--- config.mk ---
export PLATFORM = sky130hd
export DESIGN_NAME = vedic_mult_axis_pipe
export DESIGN_NICKNAME = d
export VERILOG_FILES = /design/src/rtl/vedic_pkg.sv /design/src/rtl/vedic_half_mult.sv /design/src/rtl/vedic_mult_axis_pipe.sv
export SDC_FILE = /design/constraint.sdc
export NUM_CORES = 1
export LEC_CHECK = 0
export ABC_AREA = 1
export BUFFER_PORTS_ARGS = -buffer_cell sky130_fd_sc_hd__buf_2
export CORE_MARGIN = 2
export CORE_UTILIZATION = 40
export CTS_BUF_LIST = sky130_fd_sc_hd__clkbuf_2 sky130_fd_sc_hd__clkbuf_4 sky130_fd_sc_hd__clkbuf_8
export CTS_CLUSTER_SIZE = 28
export DETAILED_ROUTE_END_ITERATION = 7
export GPL_TIMING_DRIVEN = 0
export SYNTH_ARGS = -nofsm -noshare
export SYNTH_HDL_FRONTEND = slang
export SYNTH_SLANG_ARGS = --single-unit
--- constraint.sdc ---
create_clock -name clk -period 6.8 [get_ports clk]
set_input_delay 0.68 -clock clk [delete_from_list [all_inputs] [get_ports clk]]
set_output_delay 0.68 -clock clk [all_outputs]
set_load 0.02 [all_outputs]
--- src/rtl/vedic_pkg.sv ---
// Shared width helpers for the pipelined Vedic multiplier.
package vedic_pkg;

  // Width of the optional zero-bypass beat counter.
  localparam int SKIP_CNT_W = 32;

  // Product width for W-bit operands.
  function automatic int prod_w(input int w);
    return 2 * w;
  endfunction

  // Half-operand width used by the Urdhva partial multipliers.
  function automatic int half_w(input int w);
    return w / 2;
  endfunction

endpackage

--- src/rtl/vedic_half_mult.sv ---
// Combinational HxH unsigned Urdhva-Tiryagbhyam (vertical and crosswise) multiplier.
// Each product column k sums the cross terms a[i]&b[j] with i+j==k; the weighted
// column sums are then accumulated, which resolves the carries between columns.
module vedic_half_mult #(
  parameter int H = 4
) (
  input  logic [H-1:0]   a_i,
  input  logic [H-1:0]   b_i,
  output logic [2*H-1:0] p_o
);

  localparam int PW = 2 * H;
  localparam int CW = $clog2(H + 1);

  logic [CW-1:0] col;

  // Column-wise cross products, accumulated into the full 2H-bit product.
  always_comb begin
    // NOTE: every always_comb output gets a default first, so no path can leave it unassigned (no latch).
    p_o = '0;
    col = '0;
    for (int k = 0; k < 2 * H - 1; k++) begin
      col = '0;
      for (int i = 0; i < H; i++) begin
        for (int j = 0; j < H; j++) begin
          if (i + j == k) col = col + CW'(a_i[i] & b_i[j]);
        end
      end
      p_o = p_o + (PW'(col) << k);
    end
  end

endmodule

--- src/rtl/vedic_mult_axis_pipe.sv ---
// 3-stage pipelined unsigned Vedic multiplier with AXI-Stream ports and full backpressure.
// S1: operands + sideband + zero flag. S2: four HxH partial products. S3: final add.
// Zero operands bypass the multiplier: S2 partials hold and the result is forced to 0.
// Optional feature macro: VEDIC_SKIP_CNT_EN adds a saturating count of bypassed beats.
module vedic_mult_axis_pipe
  import vedic_pkg::*;
#(
  parameter int WIDTH   = 8,
  parameter int TUSER_W = 1
) (
  input  logic                  clk,
  input  logic                  rst_n,
  input  logic [2*WIDTH-1:0]    s_axis_tdata,
  input  logic                  s_axis_tvalid,
  output logic                  s_axis_tready,
  input  logic                  s_axis_tlast,
  input  logic [TUSER_W-1:0]    s_axis_tuser,
  output logic [2*WIDTH-1:0]    m_axis_tdata,
  output logic                  m_axis_tvalid,
  input  logic                  m_axis_tready,
  output logic                  m_axis_tlast,
  output logic [TUSER_W-1:0]    m_axis_tuser,
  output logic                  m_axis_tskip
`ifdef VEDIC_SKIP_CNT_EN
  ,
  input  logic                  skip_cnt_clr,
  output logic [SKIP_CNT_W-1:0] skip_cnt
`endif
);

  localparam int PW = prod_w(WIDTH);
  localparam int H  = half_w(WIDTH);
  localparam int MW = 2 * H + 1;

  typedef struct packed {
    logic [PW-1:0]      data;
    logic               last;
    logic [TUSER_W-1:0] user;
    logic               skip;
  } beat_t;

  logic          v1_q, v2_q, v3_q;
  beat_t         s1_q, s2_q, s3_q;
  beat_t         s1_d, s3_d;
  logic [PW-1:0] pp_d;
  logic [MW-1:0] mid_q, mid_d;
  logic          adv1, adv2, adv3;

  logic [WIDTH-1:0] a1, b1;
  logic [H-1:0]     a_lo, a_hi, b_lo, b_hi;
  logic [2*H-1:0]   pp_ll, pp_hh, pp_lh, pp_hl;

  // Combinational ready chain: a stage moves when it is empty or its successor moves.
  assign adv3          = !v3_q || m_axis_tready;
  assign adv2          = !v2_q || adv3;
  assign adv1          = !v1_q || adv2;
  assign s_axis_tready = adv1;

  assign a1   = s1_q.data[WIDTH-1:0];
  assign b1   = s1_q.data[PW-1:WIDTH];
  assign a_lo = a1[H-1:0];
  assign a_hi = a1[WIDTH-1:H];
  assign b_lo = b1[H-1:0];
  assign b_hi = b1[WIDTH-1:H];

  vedic_half_mult #(.H(H)) u_ll (.a_i(a_lo), .b_i(b_lo), .p_o(pp_ll));
  vedic_half_mult #(.H(H)) u_hh (.a_i(a_hi), .b_i(b_hi), .p_o(pp_hh));
  vedic_half_mult #(.H(H)) u_lh (.a_i(a_lo), .b_i(b_hi), .p_o(pp_lh));
  vedic_half_mult #(.H(H)) u_hl (.a_i(a_hi), .b_i(b_lo), .p_o(pp_hl));

  // Next-state payloads for each stage.
  always_comb begin
    s1_d.data = s_axis_tdata;
    s1_d.last = s_axis_tlast;
    s1_d.user = s_axis_tuser;
    s1_d.skip = (s_axis_tdata[WIDTH-1:0] == '0) || (s_axis_tdata[PW-1:WIDTH] == '0);
    pp_d      = {pp_hh, pp_ll};
    mid_d     = MW'(pp_lh) + MW'(pp_hl);
    s3_d      = s2_q;
    s3_d.data = s2_q.skip ? '0 : s2_q.data + (PW'(mid_q) << H);
  end

  // Valid bits: bubbles propagate as cleared valids, stalled stages keep theirs.
  always_ff @(posedge clk or negedge rst_n) begin
    if (!rst_n) begin
      // NOTE: sequential state uses non-blocking assignment so every stage samples pre-edge values.
      v1_q <= 1'b0;
      v2_q <= 1'b0;
      v3_q <= 1'b0;
    end else begin
      if (adv1) v1_q <= s_axis_tvalid;
      if (adv2) v2_q <= v1_q;
      if (adv3) v3_q <= v2_q;
    end
  end

  // Payload registers load only for valid beats; S2 partials also hold on zero bypass.
  always_ff @(posedge clk or negedge rst_n) begin
    if (!rst_n) begin
      // NOTE: payload registers are reset too so all outputs read 0 during and after reset.
      s1_q  <= '0;
      s2_q  <= '0;
      mid_q <= '0;
      s3_q  <= '0;
    end else begin
      if (adv1 && s_axis_tvalid) s1_q <= s1_d;
      if (adv2 && v1_q) begin
        s2_q.last <= s1_q.last;
        s2_q.user <= s1_q.user;
        s2_q.skip <= s1_q.skip;
        if (!s1_q.skip) begin
          s2_q.data <= pp_d;
          mid_q     <= mid_d;
        end
      end
      if (adv3 && v2_q) s3_q <= s3_d;
    end
  end

  assign m_axis_tvalid = v3_q;
  assign m_axis_tdata  = s3_q.data;
  assign m_axis_tlast  = s3_q.last;
  assign m_axis_tuser  = s3_q.user;
  assign m_axis_tskip  = s3_q.skip;

`ifdef VEDIC_SKIP_CNT_EN
  logic [SKIP_CNT_W-1:0] skip_cnt_q;

  // Saturating count of emitted bypass beats; clear wins over increment.
  always_ff @(posedge clk or negedge rst_n) begin
    if (!rst_n) begin
      skip_cnt_q <= '0;
    end else if (skip_cnt_clr) begin
      skip_cnt_q <= '0;
    end else if (v3_q && m_axis_tready && s3_q.skip && (skip_cnt_q != '1)) begin
      skip_cnt_q <= skip_cnt_q + 1'b1;
    end
  end

  assign skip_cnt = skip_cnt_q;
`endif

endmodule

==> out/summary.txt <==
Root buf cell: clkbuf_8
Ys flop type: dfrtp_1
Gr ovfl total: 0
Post-route setup TNS: 0 ns
Max_slew headroom: 0.422
Tcrit/Tclk final: 0.598
Largest net degree at the start of global routing: 70
I/O Buffers: 42
Vias in the first global route: 4362
PwrDens: 331 nW/um^2
Syn_nets: 784
Met2 WL: 5320 um
Setup crit end kind: flop
Leading area contributor after synthesis: dfrtp_1
Fin. Hold Viols: 0
Top-count cell post-synth: nand2_1
Flop pwr share: 0.313
WL/cell: 12.3 um
Via density: 4.67
Register area share after synthesis: 0.326
Sw power: 871 uW
DRT Wirelength: 11200 um
Top post-synthesis cells by count: nand2_1, inv_1, dfrtp_1, ha_1, nand3_1
Diodes inserted: 0
Detail Placement HPWL: 8880 um
Minimum clock period: 4.06 ns
Peak supply drop: 0.157 mV
Met1 WL: 5450 um
DR top layer: met4
Area fraction of the dominant cell type after synthesis: 0.326
Synth Register Bits: 69
Area contributors post-synth: dfrtp_1, nand2_1, ha_1
DRC: 0
CP Data Required Time: 7.06 ns
Unrepaired setup endpoints after global routing: no
Post_cts resized: 0
Setup Fix Bufs, Post-CTS: 0
Layout filler cell count: 1338
Status: complete, no violations
Met3 wire len: 374 um
Mapped Cells: 675
Gr usage total: 0.175
Final setup fails: 0
Fraction of registers with async set/reset: 1.00
TritonCTS buffer count: 9
Proportion of layout cells with a drive suffix above 1: 0.112
Clk pin slew, worst setup/hold paths: 0.08 ns
RD Place Congestion: 0.817
Syn avg cell area: 7.84 um^2
Synthesized cell area: 5290 um^2
Syn-to-layout area delta: 12.1%
Initial antenna violation count: 0
Max Cap Viol: 0
Max Slew Vio Count: 0
DIE AREA: 14200 um^2
Core area: 13100 um^2
Max FO, Critical Path: 9
Hold-fix buffers, CTS: 0
Placement Setup Slack: 2.74 ns
CTS tree: built
EDFF count, synth: 0
Crit start category: flop
Chip width: 119 um
Worst Slack Setup Final: 2.74 ns
Clk_skew: 0.0124 ns
# IOs: 43
Worst skew pair latency: 0.36 ns
Initial Util: 0.405
Worst R2R Start: b1[1]$_DFFE_PN0P_
DRT Pass-1 Iters: 5
Critical Path AT: 4.32 ns
Logic pwr share: 0.508
Hold Crit Class: primary input to async pin
First-pass GRT wire length: 20000 um
Pleak: 0.00368 uW
CP Class: flop to flop
Clock group share of total power: 0.178
Worst r2r path cells: 17
Die Y: 119 um
CTS H-tree lvls: 3
Net count, final: 837
Int Power: 1090 uW
Bufs on Longest Clock Path: 2
Fin cells: 909
Via count: 4242
Total placed cells including tap cells: 893
Switch share: 0.444
# rows: 42
Final ANT Viol Nets: 0
Synth warn: 0
Slew at the pin closest to its max-slew limit: 0.867 ns
Flop2flop setup slack: 2.74 ns
Distinct cells, synth: 31
WHS: 0.439 ns
CTS Sinks: 69
Drt initial violations: 201
Fmax: 246 MHz
FF-to-FF End: mid_q[7]$_DFFE_PN0P_
Tot Pwr: 1960 uW
==> critical path, cell delays in order, from the launching register on <==
cell      delay, ns
dfrtp_1        0.32
clkbuf_1       0.40
nand2_1        0.15
fa_1           0.56
inv_1          0.04
ha_1           0.19
ha_1           0.19
fa_1           0.46
ha_1           0.36
a21oi_1        0.17
nand2_1        0.07
xor2_1         0.19
ha_1           0.32
a21oi_1        0.17
o21a_1         0.16
nand3b_1       0.07
nand3_1        0.08
nand2_1        0.05
==> metrics by stage <==
step	cell area, um^2	utilization
3_3_place_gp	5720	0.437
2_1_floorplan	5290	-
6_report	5940	0.454
5_1_grt	5940	0.454
4_1_cts	5940	0.454
3_5_place_dp	5730	0.438
==> power groups by stage <==
stage | sequential (uW) | clock, uW | combinational [uW]
floorplan | 664 | 0 | 689
global placement | 620 | 0 | 994
detailed placement | 624 | 0 | 1010
CTS | 617 | 362 | 1020
global route | 633 | 378 | 1160
finish | 616 | 350 | 998
==> registers in the layout (all words and copies together), names as in the netlist <==
signal         flops
s1_q               3
v2_q               1
m_axis_tskip       1
m_axis_tdata      16
mid_q              9
s2_q              19
v1_q               1
m_axis_tuser       1
m_axis_tvalid      1
b1                 8
m_axis_tlast       1
a1                 8
==> area by class of cell <==
cell class,instances,area (um^2),share of cell area
tap,176,220,0.0371
sequential,69,1730,0.291
inverter,96,363,0.0611
buffer,26,149,0.0251
multi-input combinational,484,3060,0.515
clock buffer,10,138,0.0232
clock inverter,6,71.3,0.0120
timing repair buffer,42,213,0.0358
==> worst max-delay path by stage <==
stage,start,endpoint,cells after the start
2_1_floorplan,b1[4]$_DFFE_PN0P_,mid_q[7]$_DFFE_PN0P_,17
3_3_place_gp,b1[1]$_DFFE_PN0P_,mid_q[7]$_DFFE_PN0P_,17
3_5_place_dp,b1[1]$_DFFE_PN0P_,mid_q[7]$_DFFE_PN0P_,17
4_1_cts,b1[1]$_DFFE_PN0P_,mid_q[7]$_DFFE_PN0P_,17
5_1_grt,b1[1]$_DFFE_PN0P_,mid_q[7]$_DFFE_PN0P_,17
6_report,b1[1]$_DFFE_PN0P_,mid_q[7]$_DFFE_PN0P_,17
==> per-layer routing <==
metal / vias to the layer above / track usage
li1: 2206 / -
met1: 1945 / 0.222
met2: 83 / 0.298
met3: 8 / 0.0378
met4: 0 / 0.0536
met5: - / 0
==> cell families (layout without fill, tap and decap cells) <==
| family | after synthesis | after routing | share of synthesized area |
|---|---|---|---|
| adder cells (fa/ha/maj) | 87 | 87 | 0.237 |
| XOR/XNOR | 16 | 16 | 0.0265 |
| flip-flops | 69 | 69 | 0.326 |
| AND/OR/NAND/NOR | 328 | 328 | 0.260 |
| AO/OA/AOI/OAI | 53 | 53 | 0.0539 |
| buffers and inverters | 122 | 180 | 0.0967 |
==> layout by cell type, fill, tap and decap left out, types with 6 or more instances in the layout <==
| cell | netlist | final |
|---|---|---|
| nand2_1 | 259 | 259 |
| o21ai_1 | 12 | 12 |
| ha_1 | 65 | 65 |
| xnor2_1 | 8 | 8 |
| nor2_1 | 17 | 17 |
| fa_1 | 22 | 22 |
| a21oi_1 | 20 | 20 |
| o21ai_0 | 15 | 15 |
| inv_1 | 93 | 93 |
| clkbuf_1 | 16 | 16 |
| nand4_1 | 6 | 6 |
| clkbuf_8 | 0 | 10 |
| nand3_1 | 31 | 31 |
| dfrtp_1 | 69 | 69 |
| buf_2 | 2 | 43 |
| xor2_1 | 8 | 8 |
Power figures use the tool's default switching activity.
